`config.mk`:
```
export PLATFORM = sky130hd
export DESIGN_NAME = fxp_alu_arbiter
export DESIGN_NICKNAME = d
export VERILOG_FILES = /design/src/rtl/fxp_alu_arbiter.sv
export SDC_FILE = /design/constraint.sdc
export NUM_CORES = 2
export LEC_CHECK = 0
export CAP_MARGIN = 20
export CELL_PAD_IN_SITES_DETAIL_PLACEMENT = 1
export CELL_PAD_IN_SITES_GLOBAL_PLACEMENT = 2
export CORE_MARGIN = 5
export CORE_UTILIZATION = 41
export DETAILED_ROUTE_END_ITERATION = 10
export PLACE_DENSITY = 0.94
export SETUP_SLACK_MARGIN = 0.15
export SLEW_MARGIN = 5
export SYNTH_ARGS = -nofsm -noshare
export SYNTH_HDL_FRONTEND = slang
export SYNTH_SLANG_ARGS = --single-unit
```
`constraint.sdc`:
```
create_clock -name clk -period 100 [get_ports clk]
set_clock_uncertainty 0.15 [all_clocks]
set_input_delay 20 -clock clk [delete_from_list [all_inputs] [get_ports clk]]
set_output_delay 20 -clock clk [all_outputs]
set_load 0.01 [all_outputs]
```
`src/rtl/fxp_alu_arbiter.sv`:
```
// fxp_alu_arbiter: round-robin scheduler that shares one set of
// combinational fixed-point add/sub, mul and div units among NREQ requesters.

module fxp_resize #(
   parameter int II    = 9,
   parameter int FI    = 8,
   parameter int OI    = 8,
   parameter int FO    = 8,
   parameter bit ROUND = 1,
   parameter bit ROOF  = 1
) (
   input  logic signed [II+FI-1:0] x,
   output logic [OI+FO-1:0]        y,
   output logic                    upflow,
   output logic                    downflow
);
   localparam int W = II + FI + OI + FO + 2;
   localparam logic signed [W-1:0] MX = (W'(1) <<< (OI+FO-1)) - W'(1);
   localparam logic signed [W-1:0] MN = ~MX;

   logic signed [W-1:0] xe, sc, tr, rb, rd;

   // floor to FO fraction bits, then optionally add back the half-LSB
   always_comb begin
      xe       = {{(W-II-FI){x[II+FI-1]}}, x};
      sc       = xe <<< FO;
      tr       = sc >>> FI;
      rb       = ROUND ? ((sc >>> (FI-1)) & W'(1)) : '0;
      rd       = tr + rb;
      y        = rd[OI+FO-1:0];
      upflow   = 1'b0;
      if (rd > MX) begin
         upflow = 1'b1;
         if (ROOF) y = MX[OI+FO-1:0];
      end else if (rd < MN) begin
         upflow = 1'b1;
         if (ROOF) y = MN[OI+FO-1:0];
      end
      downflow = (x != '0) && (rd == '0);
   end
endmodule

module comb_FixedPointAddSub #(
   parameter int WII   = 8,
   parameter int WIF   = 8,
   parameter int WOI   = 8,
   parameter int WOF   = 8,
   parameter bit ROOF  = 1,
   parameter bit ROUND = 1
) (
   input  logic [WII+WIF-1:0] ina,
   input  logic [WII+WIF-1:0] inb,
   input  logic               sub,
   output logic [WOI+WOF-1:0] out,
   output logic               upflow,
   output logic               downflow
);
   localparam int WI = WII + WIF;

   logic signed [WI:0] ae, be, sum;

   assign ae  = {ina[WI-1], ina};
   assign be  = {inb[WI-1], inb};
   assign sum = sub ? (ae - be) : (ae + be);

   fxp_resize #(
      .II(WII+1), .FI(WIF), .OI(WOI), .FO(WOF),
      .ROUND(ROUND), .ROOF(ROOF)
   ) u_rs (
      .x(sum), .y(out), .upflow(upflow), .downflow(downflow)
   );
endmodule

module comb_FixedPointMul #(
   parameter int WII   = 8,
   parameter int WIF   = 8,
   parameter int WOI   = 8,
   parameter int WOF   = 8,
   parameter bit ROOF  = 1,
   parameter bit ROUND = 1
) (
   input  logic [WII+WIF-1:0] ina,
   input  logic [WII+WIF-1:0] inb,
   output logic [WOI+WOF-1:0] out,
   output logic               upflow,
   output logic               downflow
);
   localparam int WI = WII + WIF;

   logic signed [2*WI-1:0] ae, be, prod;

   assign ae   = {{WI{ina[WI-1]}}, ina};
   assign be   = {{WI{inb[WI-1]}}, inb};
   assign prod = ae * be;

   fxp_resize #(
      .II(2*WII), .FI(2*WIF), .OI(WOI), .FO(WOF),
      .ROUND(ROUND), .ROOF(ROOF)
   ) u_rs (
      .x(prod), .y(out), .upflow(upflow), .downflow(downflow)
   );
endmodule

module comb_FixedPointDiv #(
   parameter int WII   = 8,
   parameter int WIF   = 8,
   parameter int WOI   = 8,
   parameter int WOF   = 8,
   parameter bit ROOF  = 1,
   parameter bit ROUND = 1
) (
   input  logic [WII+WIF-1:0] ina,
   input  logic [WII+WIF-1:0] inb,
   output logic [WOI+WOF-1:0] out,
   output logic               upflow,
   output logic               downflow
);
   localparam int WI = WII + WIF;
   localparam int WO = WOI + WOF;
   localparam int QW = WI + WOF + 2;

   logic signed [QW-1:0] num, den, quo;
   logic [WO-1:0]        rs_out;
   logic                 rs_up, rs_dn;

   // quotient keeps one guard fraction bit for rounding
   assign num = {{(WOF+2){ina[WI-1]}}, ina} << (WOF+1);
   assign den = (inb == '0) ? QW'(1) : {{(WOF+2){inb[WI-1]}}, inb};
   assign quo = num / den;

   fxp_resize #(
      .II(WI+1), .FI(WOF+1), .OI(WOI), .FO(WOF),
      .ROUND(ROUND), .ROOF(ROOF)
   ) u_rs (
      .x(quo), .y(rs_out), .upflow(rs_up), .downflow(rs_dn)
   );

   always_comb begin
      out      = rs_out;
      upflow   = rs_up;
      downflow = rs_dn;
      if (inb == '0) begin
         out      = ina[WI-1] ? {1'b1, {(WO-1){1'b0}}}
                              : {1'b0, {(WO-1){1'b1}}};
         upflow   = 1'b1;
         downflow = 1'b0;
      end
   end
endmodule

module fxp_alu_arbiter #(
   parameter int NREQ       = 4,
   parameter int WII        = 8,
   parameter int WIF        = 8,
   parameter int WOI        = 8,
   parameter int WOF        = 8,
   parameter bit ROOF       = 1,
   parameter bit ROUND      = 1,
   parameter int DIV_CYCLES = 4
) (
   input  logic                        clk,
   input  logic                        rst,
   input  logic [NREQ-1:0]             req_valid,
   output logic [NREQ-1:0]             req_ready,
   input  logic [2*NREQ-1:0]           req_op,
   input  logic [NREQ*(WII+WIF)-1:0]   req_a,
   input  logic [NREQ*(WII+WIF)-1:0]   req_b,
   output logic                        rsp_valid,
   input  logic                        rsp_ready,
   output logic [$clog2(NREQ)-1:0]     rsp_id,
   output logic [WOI+WOF-1:0]          rsp_data,
   output logic                        rsp_upflow,
   output logic                        rsp_downflow
);
   localparam int WI = WII + WIF;
   localparam int WO = WOI + WOF;
   localparam int IW = $clog2(NREQ);
   localparam int CW = (DIV_CYCLES > 1) ? $clog2(DIV_CYCLES) : 1;

   localparam logic [1:0] S_IDLE = 2'd0;
   localparam logic [1:0] S_EXEC = 2'd1;
   localparam logic [1:0] S_RESP = 2'd2;
   localparam logic [1:0] OP_DIV = 2'b11;
   localparam logic [IW:0] NR    = (IW+1)'(NREQ);

   logic [1:0]    state;
   logic [IW-1:0] ptr;
   logic [IW-1:0] gnt;
   logic          gnt_any;
   logic [CW-1:0] cnt;
   logic [1:0]    op_r;
   logic [WI-1:0] a_r, b_r;
   logic [1:0]    op_sel;
   logic [WI-1:0] a_sel, b_sel;

   logic [WO-1:0] as_out, mu_out, dv_out, sel_out;
   logic          as_up, mu_up, dv_up, sel_up;
   logic          as_dn, mu_dn, dv_dn, sel_dn;

   // first valid index at or after ptr, wrapping mod NREQ
   always_comb begin : rr_search
      logic [IW:0] s;
      s       = '0;
      gnt_any = 1'b0;
      gnt     = '0;
      for (int k = 0; k < NREQ; k++) begin
         s = {1'b0, ptr} + (IW+1)'(k);
         if (s >= NR) s = s - NR;
         if (!gnt_any && req_valid[s[IW-1:0]]) begin
            gnt_any = 1'b1;
            gnt     = s[IW-1:0];
         end
      end
   end

   assign op_sel = req_op[{gnt, 1'b0} +: 2];
   assign a_sel  = req_a[gnt*WI +: WI];
   assign b_sel  = req_b[gnt*WI +: WI];

   always_comb begin
      req_ready = '0;
      if (!rst && state == S_IDLE && gnt_any)
         req_ready[gnt] = 1'b1;
   end

   // units see only the held operand registers; div is a multicycle path
   comb_FixedPointAddSub #(
      .WII(WII), .WIF(WIF), .WOI(WOI), .WOF(WOF),
      .ROOF(ROOF), .ROUND(ROUND)
   ) u_addsub (
      .ina(a_r), .inb(b_r), .sub(op_r[0]),
      .out(as_out), .upflow(as_up), .downflow(as_dn)
   );

   comb_FixedPointMul #(
      .WII(WII), .WIF(WIF), .WOI(WOI), .WOF(WOF),
      .ROOF(ROOF), .ROUND(ROUND)
   ) u_mul (
      .ina(a_r), .inb(b_r),
      .out(mu_out), .upflow(mu_up), .downflow(mu_dn)
   );

   comb_FixedPointDiv #(
      .WII(WII), .WIF(WIF), .WOI(WOI), .WOF(WOF),
      .ROOF(ROOF), .ROUND(ROUND)
   ) u_div (
      .ina(a_r), .inb(b_r),
      .out(dv_out), .upflow(dv_up), .downflow(dv_dn)
   );

   always_comb begin
      sel_out = as_out;
      sel_up  = as_up;
      sel_dn  = as_dn;
      unique case (op_r)
         2'b10: begin
            sel_out = mu_out;
            sel_up  = mu_up;
            sel_dn  = mu_dn;
         end
         2'b11: begin
            sel_out = dv_out;
            sel_up  = dv_up;
            sel_dn  = dv_dn;
         end
         default: ;
      endcase
   end

   always_ff @(posedge clk or posedge rst) begin
      if (rst) begin
         state        <= S_IDLE;
         ptr          <= '0;
         cnt          <= '0;
         op_r         <= '0;
         a_r          <= '0;
         b_r          <= '0;
         rsp_valid    <= 1'b0;
         rsp_id       <= '0;
         rsp_data     <= '0;
         rsp_upflow   <= 1'b0;
         rsp_downflow <= 1'b0;
      end else begin
         unique case (state)
            S_IDLE: begin
               if (gnt_any) begin
                  op_r   <= op_sel;
                  a_r    <= a_sel;
                  b_r    <= b_sel;
                  rsp_id <= gnt;
                  cnt    <= (op_sel == OP_DIV) ? CW'(DIV_CYCLES-1) : '0;
                  ptr    <= (gnt == IW'(NREQ-1)) ? '0 : gnt + 1'b1;
                  state  <= S_EXEC;
               end
            end
            S_EXEC: begin
               if (cnt != '0) begin
                  cnt <= cnt - 1'b1;
               end else begin
                  rsp_data     <= sel_out;
                  rsp_upflow   <= sel_up;
                  rsp_downflow <= sel_dn;
                  rsp_valid    <= 1'b1;
                  state        <= S_RESP;
               end
            end
            S_RESP: begin
               if (rsp_ready) begin
                  rsp_valid <= 1'b0;
                  state     <= S_IDLE;
               end
            end
            default: state <= S_IDLE;
         endcase
      end
   end
endmodule

```
==> impl_metrics.yaml <==
run_status:
  status: "completed"
global_routing:
  grt_pass1_wl_um: 222000
  grt_antenna_before_repair: 1
  grt_pass1_vias: 39700
  grt_max_degree: 82
  grt_overflow: 0
  grt_use_total: 0.293
setup_path:
  critical_path.top_delay_family: "compound AO/OA/AOI/OAI gates"
  r2r_cells: 242
  end_kind: "register"
  cpMaxStageDelayCell: "nor4_1"
  crit_required_ns: 100.05
  reg2reg_to: "rsp_data[3]$_DFFE_PP0P_"
  startpoint_type: "register"
  reg2reg_slack_ns: 29.08
  crit_top_cell: "ha_1"
  max_stage_delay_ns: 0.89
  r2r-start: "b_r[0]$_DFFE_PP0P_"
  path_class: "register to register"
  critPathBufInv: 24
  critPathMaxFanout: 35
  worst_ep_arrival_time_ns: 70.97
clock_tree:
  cts_buffer_depth: 2
  clk_latency_ns: 0.36
  post-cts-setup-buffers: 0
  clock_sinks: 61
  clk_pin_slew_ns: 0.06
  hold_buffers: 0
  cts_tree: "yes"
  ctsHtreeMaxLevel: 3
  root_buffer: "clkbuf_16"
  cts_resized: 0
  cts_buffers: 9
synth:
  netlist_area_um2: 36200
  synth_compound_area_frac: 0.241
  yosysWarnings: 0
  synthAdderAreaFrac: 0.304
  synth_area_leaders: "ha_1, fa_1, nand2_1"
  yosys.area.top_type: "ha_1"
  yosys_most_used_dff: "dfrtp_1"
  synth_mux_area_frac: 0.0259
  async_reset_ff_frac: 1.00
  synth_top_area_frac: 0.158
  ys_types: 99
  synthCells: 4991
  ys_ff_latch: 61
  ys_seq_area_frac: 0.0422
  synth_top_family_by_area: "adder cells"
  synth-simple-area-share: 0.235
  synth_xor_area_frac: 0.0871
  synth_edf_count: 0
  syn_avg_cell_area_um2: 7.25
final_layout:
  final_util: 0.452
  final_nets: 5952
  fillerInstances: 11200
  syn2layout_area_growth_pct: 9.94
  insertedDiodeCount: 0
  finalInstanceArea_um2: 39800
  drive_gt1_frac: 0.0562
sta:
  worst-slew-pin-transition_ns: 1.17
  fin_crit_ns: 70.92
  rsz0062_at_grt: "no"
  setup-tns-final_ns: 0
  post-route-period-util: 0.709
  drv_slew: 0
  setup_violations: 0
  worst_slack_ns: 29.08
  slew_headroom: 0.213
  finalHoldViolations: 0
  max_clock_freq_mhz: 14.1
worst_hold_path:
  min_path_cells: 2
  hold_start: "rsp_id[1]$_DFFE_PP0P_"
  worstHoldPathType: "register to register"
  whs_endpoint: "rsp_id[1]$_DFFE_PP0P_"
routing:
  drt_first_pass_iters: 6
  finalWirelength_um: 142000
  post_drt_wl_per_cell_um: 22.6
  dr.first_iter.drc_count: 2158
  drc: 0
  drtAntennaViolNets: 0
  num_vias: 37700
  viasPerCell: 6.02
die:
  rows: 109
  fp.dieW_um: 307
  initial_core_util: 0.411
  ioPinCount: 168
  coreArea_um2: 88000
  dieArea_um2: 94300
  die-height_um: 307
placed_design:
  dp_hpwl_um: 114000
  gp_congestion: 0.940
  post_dp_cell_area_um2: 39500
  place_ws_ns: 30.03
  io_buffer_count: 167
flow_run:
  drv_cap: 0
==> worst max-delay path by stage <==
| stage | from | endpoint | slack [ns] | cells past startpoint |
|---|---|---|---|---|
| detailed placement | b_r[0]$_DFFE_PP0P_ | rsp_data[3]$_DFFE_PP0P_ | 30.03 | 243 |
| global route | b_r[0]$_DFFE_PP0P_ | rsp_data[5]$_DFFE_PP0P_ | 24.15 | 252 |
| floorplan | b_r[0]$_DFFE_PP0P_ | rsp_data[3]$_DFFE_PP0P_ | 38.95 | 264 |
| CTS | b_r[0]$_DFFE_PP0P_ | rsp_data[5]$_DFFE_PP0P_ | 29.84 | 238 |
| global placement | b_r[10]$_DFFE_PP0P_ | rsp_data[3]$_DFFE_PP0P_ | 32.13 | 236 |
| finish | b_r[0]$_DFFE_PP0P_ | rsp_data[3]$_DFFE_PP0P_ | 29.08 | 242 |
==> cell families (layout without fill, tap and decap cells) <==
family / Yosys count / count (layout)
compound gates: 1334 / 1334
fa+ha+maj: 722 / 722
flops: 61 / 61
other cells: 2 / 34
mux: 85 / 85
buf+inv: 615 / 685
xor+xnor: 360 / 360
simple gates: 1812 / 1812
==> tightest hold or removal path, cell delays in order (launching register included) <==
cell and delay (ns):
dfrtp_1 0.34, nand2_1 0.05, o21ai_0 0.06
==> registers in the layout, summed over array words and instances (netlist names) <==
signal	cells
rsp_id	2
cnt	2
rsp_downflow	1
state	2
a_r	16
op_r	2
ptr	2
rsp_upflow	1
b_r	16
rsp_data	16
rsp_valid	1
==> cell usage in the layout, fill, tap and decap left out, types with 34 or more instances in the layout <==
master / n
mux2_2: 68
xnor2_1: 225
xor2_1: 128
nor3_1: 97
nand4_1: 58
ha_1: 457
or2_2: 41
a211oi_1: 39
inv_1: 411
o21bai_1: 38
conb_1: 34
o211ai_1: 37
nand3_1: 127
a21oi_1: 342
and2_1: 121
dfrtp_1: 60
o21ai_0: 283
o31ai_1: 41
clkdlybuf4s50_1: 167
buf_4: 86
nand2b_1: 56
a31oi_1: 60
o21a_1: 78
a21o_1: 167
or3_1: 42
nand2_1: 592
nor2b_1: 35
nor4_1: 34
nor2_1: 510
fa_1: 264
==> through the flow <==
| stage | hold WS [ns] | instances |
|---|---|---|
| floorplan | 0.321 | 5023 |
| global placement | 0.313 | 6239 |
| detailed placement | 0.328 | 6239 |
| CTS | 0.345 | 6255 |
| global route | 0.385 | 6258 |
| finish | 0.339 | 6258 |
==> area by class of cell <==
class                           count  area, µm²  share of cell area
Sequential cell                    61       1530              0.0384
Clock buffer                        9        225             0.00566
Timing Repair Buffer              254       2320              0.0584
Clock inverter                      7       52.6             0.00132
Inverter                          415       1560              0.0392
Tap cell                         1165       1460              0.0366
Multi-Input combinational cell   4347      32600               0.820
==> cell usage after synthesis (17+ instances only) <==
cell type / number
o21ai_0: 284
or3_1: 43
nor4_1: 34
nor3_1: 97
nand3_1: 127
ha_1: 457
o211ai_1: 37
a31oi_1: 60
inv_1: 412
or2_2: 41
a21o_1: 167
o21a_1: 78
nand2_1: 592
xnor2_1: 227
nor2_1: 511
clkbuf_1: 164
nand2b_1: 56
dfrtp_1: 61
and2_1: 121
a21boi_0: 19
o22ai_1: 23
o31ai_1: 44
xor2_1: 133
mux2_2: 68
nand4_1: 58
a21oi_1: 342
mux2i_1: 17
fa_1: 264
buf_1: 31
nor2b_1: 35
and3_1: 22
a211oi_1: 39
o21bai_1: 38
==> metal layers <==
metal	vias up	track usage	part of all wire
met5	-	0	0
met3	281	0.0390	0.057
met1	18600	0.370	0.43
met2	1112	0.516	0.48
met4	0	0.0985	0.038
li1	17700	-	-
Power is left out: the tool's default activity adds up to more than one toggle a clock period on the data nets, which glitch-free logic cannot reach.
